### config.mk
export PLATFORM = sky130hd
export DESIGN_NAME = sm_stream_accumulator
export DESIGN_NICKNAME = d
export VERILOG_FILES = /design/src/rtl/sm_stream_accumulator.sv
export SDC_FILE = /design/constraint.sdc
export NUM_CORES = 1
export LEC_CHECK = 0
export BUFFER_PORTS_ARGS = -buffer_cell sky130_fd_sc_hd__buf_2
export CAP_MARGIN = 20
export CORE_ASPECT_RATIO = 0.9
export CORE_MARGIN = 2
export CORE_UTILIZATION = 45
export DETAILED_ROUTE_END_ITERATION = 7
export GPL_ROUTABILITY_DRIVEN = 0
export GPL_TIMING_DRIVEN = 0
export PLACE_DENSITY_LB_ADDON = 0.1
export SYNTH_ARGS = -nofsm -noshare
export SYNTH_HDL_FRONTEND = slang
export SYNTH_SLANG_ARGS = --single-unit
### constraint.sdc
create_clock -name clk -period 8.5 [get_ports clk]
set_clock_uncertainty 0.05 [all_clocks]
set_input_delay 1.7 -clock clk [delete_from_list [all_inputs] [get_ports clk]]
set_output_delay 1.7 -clock clk [all_outputs]
set_load 0.02 [all_outputs]
### src/rtl/sm_stream_accumulator.sv
// Sequential sign-magnitude accumulator.
// Consumes a valid/ready stream of sign-magnitude operands, each tagged add or
// subtract, and emits one saturated sign-magnitude result per packet. Every step
// uses the same arithmetic as one adder_subs evaluation, so a packet through this
// block matches a chain of adder_subs evaluations bit for bit.
//
// Handshake: an operand moves on a rising edge with in_valid && in_ready, and a
// result moves on a rising edge with out_valid && out_ready. Once valid is raised
// it is held with its data until the transfer. in_ready and out_valid are
// registered and do not depend combinationally on the other side's handshake.
module sm_stream_accumulator #(
    parameter int W     = 24,
    parameter int CNT_W = 8
) (
    input  logic             clk,
    input  logic             rst,
    input  logic             in_valid,
    output logic             in_ready,
    input  logic [W-1:0]     in_data,
    input  logic             in_op_add,
    input  logic             in_last,
    output logic             out_valid,
    input  logic             out_ready,
    output logic [W-1:0]     out_data,
    output logic             out_sat,
    output logic [CNT_W-1:0] out_count,
    output logic [1:0]       dbg_state
);

    localparam logic [1:0] S_IDLE = 2'd0;
    localparam logic [1:0] S_ACC  = 2'd1;
    localparam logic [1:0] S_DONE = 2'd2;

    // Largest magnitude, widened to the W+1-bit two's-complement working width.
    localparam logic [W:0]       MAG_MAX = {2'b00, {(W-1){1'b1}}};
    localparam logic [CNT_W-1:0] CNT_MAX = {CNT_W{1'b1}};

    logic [1:0]   state;
    logic [W-1:0] acc;
    logic         sat;
    logic [CNT_W-1:0] count;

    logic         xfer_in;
    logic         xfer_out;
    logic [W:0]   acc_mag;
    logic [W:0]   in_mag;
    logic [W:0]   acc_tc;
    logic [W:0]   in_tc;
    logic [W:0]   sum_tc;
    logic [W:0]   sum_abs;
    logic         step_sat;
    logic [W-2:0] res_mag;
    logic         res_sign;
    logic [W-1:0] step_res;

    assign xfer_in   = in_valid && in_ready;
    assign xfer_out  = out_valid && out_ready;
    assign out_data  = acc;
    assign out_sat   = sat;
    assign out_count = count;
    assign dbg_state = state;

    // One accumulate step: sign-magnitude -> two's complement, add/sub, then back
    // to sign-magnitude with the magnitude clamped; a zero result is always +0.
    always_comb begin
        acc_mag  = {2'b00, acc[W-2:0]};
        in_mag   = {2'b00, in_data[W-2:0]};
        acc_tc   = acc[W-1] ? (~acc_mag + 1'b1) : acc_mag;
        in_tc    = in_data[W-1] ? (~in_mag + 1'b1) : in_mag;
        sum_tc   = in_op_add ? (acc_tc + in_tc) : (acc_tc - in_tc);
        sum_abs  = sum_tc[W] ? (~sum_tc + 1'b1) : sum_tc;
        step_sat = (sum_abs > MAG_MAX);
        res_mag  = step_sat ? {(W-1){1'b1}} : sum_abs[W-2:0];
        res_sign = sum_tc[W] && (sum_abs != '0);
        step_res = {res_sign, res_mag};
    end

    // Packet FSM with the accumulator, sticky saturation flag and term counter.
    always_ff @(posedge clk or posedge rst) begin
        if (rst) begin
            state     <= S_IDLE;
            acc       <= '0;
            sat       <= 1'b0;
            count     <= '0;
            in_ready  <= 1'b1;
            out_valid <= 1'b0;
        end else begin
            case (state)
                S_IDLE, S_ACC: begin
                    if (xfer_in) begin
                        acc   <= step_res;
                        sat   <= sat | step_sat;
                        count <= (count == CNT_MAX) ? count : count + 1'b1;
                        if (in_last) begin
                            state     <= S_DONE;
                            in_ready  <= 1'b0;
                            out_valid <= 1'b1;
                        end else begin
                            state <= S_ACC;
                        end
                    end
                end
                S_DONE: begin
                    // Clearing here means the next packet starts from +0.
                    if (xfer_out) begin
                        state     <= S_IDLE;
                        acc       <= '0;
                        sat       <= 1'b0;
                        count     <= '0;
                        in_ready  <= 1'b1;
                        out_valid <= 1'b0;
                    end
                end
                default: begin
                    state     <= S_IDLE;
                    acc       <= '0;
                    sat       <= 1'b0;
                    count     <= '0;
                    in_ready  <= 1'b1;
                    out_valid <= 1'b0;
                end
            endcase
        end
    end

endmodule

==> results_dict.tcl <==
set metrics [dict create \
    status "finished, final reports clean" \
    internal_power_mw 0.434 \
    cp-end-kind "register" \
    antenna_found_initial 0 \
    hold_path_class "register to register" \
    area_delta_synth_final_pct 12.1 \
    die_h_um 113 \
    htree_levels 2 \
    nets 923 \
    cts_root_buffer "clkbuf_16" \
    postCtsHoldBufs 0 \
    final_common_cell "a21oi_1" \
    synthTopCellsByArea "dfrtp_1 15%, xnor2_1 9.5%, a21oi_1 6.2%" \
    final-hold-violation-count 0 \
    yosysTopAreaCell "dfrtp_1" \
    fin_hold_ws_ns 0.472 \
    tightest_slew_ns 0.828 \
    yosysSeqAreaShare_pct 15.7 \
    drt_iter0_drc 547 \
    io_pins 67 \
    start_util_pct 46.3 \
    required_ns 8.62 \
    pre_cts_ws_ns -1.40 \
    synthArstFlopShare_pct 100 \
    n_fill_cell 1272 \
    finish.instance_area_um2 6610 \
    grt_pass1_vias 5972 \
    rows 39 \
    ant_nets 0 \
    cts_buffers 5 \
    grt_max_degree 25 \
    syn_avg_cell_area_um2 7.38 \
    ys.flop_type "dfrtp_1" \
    ys_warn_count 0 \
    clk_pin_slew_ns 0.06 \
    slew_viol_final 0 \
    synth_area_um2 5890 \
    comb_power_share_pct 42.5 \
    power.density_nw_per_um2 106 \
    via_count 6438 \
    final_cell_mix "72 x a21oi_1, 70 x nand2_1, 64 x buf_2, 64 x xnor2_1, 57 x nor2_1" \
    routedWlPerCell_um 17.8 \
    fin_tns_setup_ns 0 \
    synth_top_cell_area_share_pct 15.3 \
    core_um2 12700 \
    cts_sinks 37 \
    drt-total-wl_um 18300 \
    critPathArrivalTime_ns 8.15 \
    first_pass_iters 5 \
    fmax_ghz 0.124 \
    maxSlewHeadroom_pct 44.4 \
    rsz0062_at_grt "no" \
    seqPwrFrac_pct 25.2 \
    gr-total-overflow 0 \
    startpoint_type "input port" \
    drc 0 \
    synthCells 799 \
    worst-setup-path-type "input port to register" \
    power_switching_mw 0.267 \
    fin_ws_ns 0.463 \
    synth_cell_types 74 \
    drv_cap 0 \
    p_clk_share_pct 32.3 \
    port_buffers 59 \
    synth_edf_count 0 \
    fin_crit_ns 8.04 \
    min_period_over_period_pct 94.5 \
    fp.dieW_um 125 \
    setup_viol 0 \
    viasPerCell 6.26 \
    grt_pass1_wl_um 30300 \
    cts.path.max_buffers 2 \
    ys_ff_latch 37 \
    antenna_cells 0 \
    cellLeakagePower_nw 3.08 \
    ir_worst_vdd_uv 69.1 \
    drive_gt1_share_pct 12.5 \
    grtUsageTotal_pct 25.8 \
    synth.net_count 859 \
    clk_latency_ns 0.29 \
    hpwl_um 14900 \
    dpl-instance-area_um2 6420 \
    path_max_fanout 8 \
    cts_tree "yes" \
    dieArea_um2 14000 \
    final_core_util_pct 51.9 \
    switching_share_pct 38.1 \
]
-- synth_stat cells (3+ instances only) --
cell / instances
a211o_1: 5
a211oi_1: 7
a21boi_0: 3
a21o_1: 42
a21oi_1: 73
a221o_1: 3
a311oi_1: 3
a31o_2: 3
a31oi_1: 13
and2_1: 7
and3_1: 13
and4_1: 4
buf_1: 3
buf_2: 5
clkbuf_1: 31
dfrtp_1: 36
ha_1: 29
inv_1: 13
mux2i_1: 5
nand2_1: 70
nand2b_1: 13
nand3_1: 19
nand3b_1: 3
nand4_1: 10
nand4b_1: 3
nor2_1: 57
nor2b_1: 13
nor3_1: 31
nor4_1: 11
o2111ai_1: 4
o211ai_1: 9
o21a_1: 3
o21ai_0: 36
o21bai_1: 4
o31a_1: 6
o31ai_1: 25
o32ai_1: 3
o41ai_1: 4
or2_2: 8
or3_1: 20
or4_1: 6
xnor2_1: 64
xor2_1: 41
-- registers in the layout (all words and copies together) (netlist names) --
register   flops
in_ready       1
out_valid      1
out_sat        1
dbg_state      2
out_count      8
out_data      24
-- worst paths after layout --
path                                    startpoint                        to  slack, ns  cells after the start
max in group asynchronous                      rst      in_ready$_DFFE_PP1P_       6.36                      3
min in group asynchronous                      rst  out_data[13]$_DFFE_PP0P_       1.42                      2
min reg2reg                  out_valid$_DFFE_PP0P_     out_valid$_DFFE_PP0P_       0.47                      2
min                          out_valid$_DFFE_PP0P_     out_valid$_DFFE_PP0P_       0.47                      2
max                                     in_data[0]  out_data[23]$_DFFE_PP0P_       0.46                     22
max reg2reg                out_data[2]$_DFFE_PP0P_  out_data[22]$_DFFE_PP0P_       2.20                     19
-- routing by layer --
metal / GRT usage (%) / part of all wire (%)
met3: 3.67 / 6.3
met4: 4.87 / 1.3
met5: 0 / 0
met2: 40.9 / 45
met1: 37.8 / 48
-- through the flow --
step | total power, mW | cells
after floorplan | 0.399 | 799
after global placement | 0.462 | 1022
after detailed placement | 0.469 | 1023
after CTS | 0.693 | 1029
after global routing | 0.740 | 1028
final | 0.700 | 1028
-- what timing repair did --
| item | 4_1_cts | 5_1_grt |
|---|---|---|
| endpoints found under the setup margin | 25 | 25 |
| resized for setup | 5 | 4 |
| pin swaps | 0 | 0 |
| buffers inserted | 0 | 0 |
-- layout make-up --
| cell class | instances | area [µm²] | area share, % |
|---|---|---|---|
| clock inverter | 1 | 30.0 | 0.454 |
| tap | 164 | 205 | 3.10 |
| buffer | 36 | 146 | 2.21 |
| inverter | 13 | 48.8 | 0.738 |
| clock buffer | 7 | 143 | 2.16 |
| sequential | 37 | 927 | 14.0 |
| multi-input combinational | 710 | 4790 | 72.4 |
| timing repair buffer | 60 | 323 | 4.88 |
-- power by group through the flow --
stage	Combinational, mW	Sequential, mW	Clock [mW]
5_1_grt	0.329	0.176	0.236
3_3_place_gp	0.282	0.179	0
2_1_floorplan	0.220	0.179	0
4_1_cts	0.291	0.176	0.225
6_report	0.298	0.176	0.226
3_5_place_dp	0.289	0.179	0
-- critical path, cell delays in order --
cell and delay [ns]:
buf_2 0.16, inv_1 0.10, ha_1 0.22, or3b_1 0.35, a221oi_1 0.42, nand2_1 0.19, nor3_1 0.25, and3_1 0.29
nor2_1 0.07, xnor2_1 0.15, ha_1 0.37, a2111oi_0 0.41, o21ai_0 0.36, a21oi_1 0.57, o21ai_1 0.30, a31o_2 0.35
nor4_4 0.57, nor2_2 0.12, or4_1 0.53, a21bo_1 0.19, nand4b_1 0.16, o31a_1 0.33
-- cells by family after synthesis --
| kind of cell | Yosys count | synth area share, % |
|---|---|---|
| adders and majority gates | 30 | 6.50 |
| muxes | 8 | 1.42 |
| DFF | 37 | 15.7 |
| and+or+nand+nor | 301 | 26.8 |
| AOI/OAI and AO/OA | 266 | 30.6 |
| buffers and inverters | 52 | 3.42 |
| xor gates and xnor gates | 105 | 15.6 |
No activity file was read; power rests on OpenSTA's default activity.
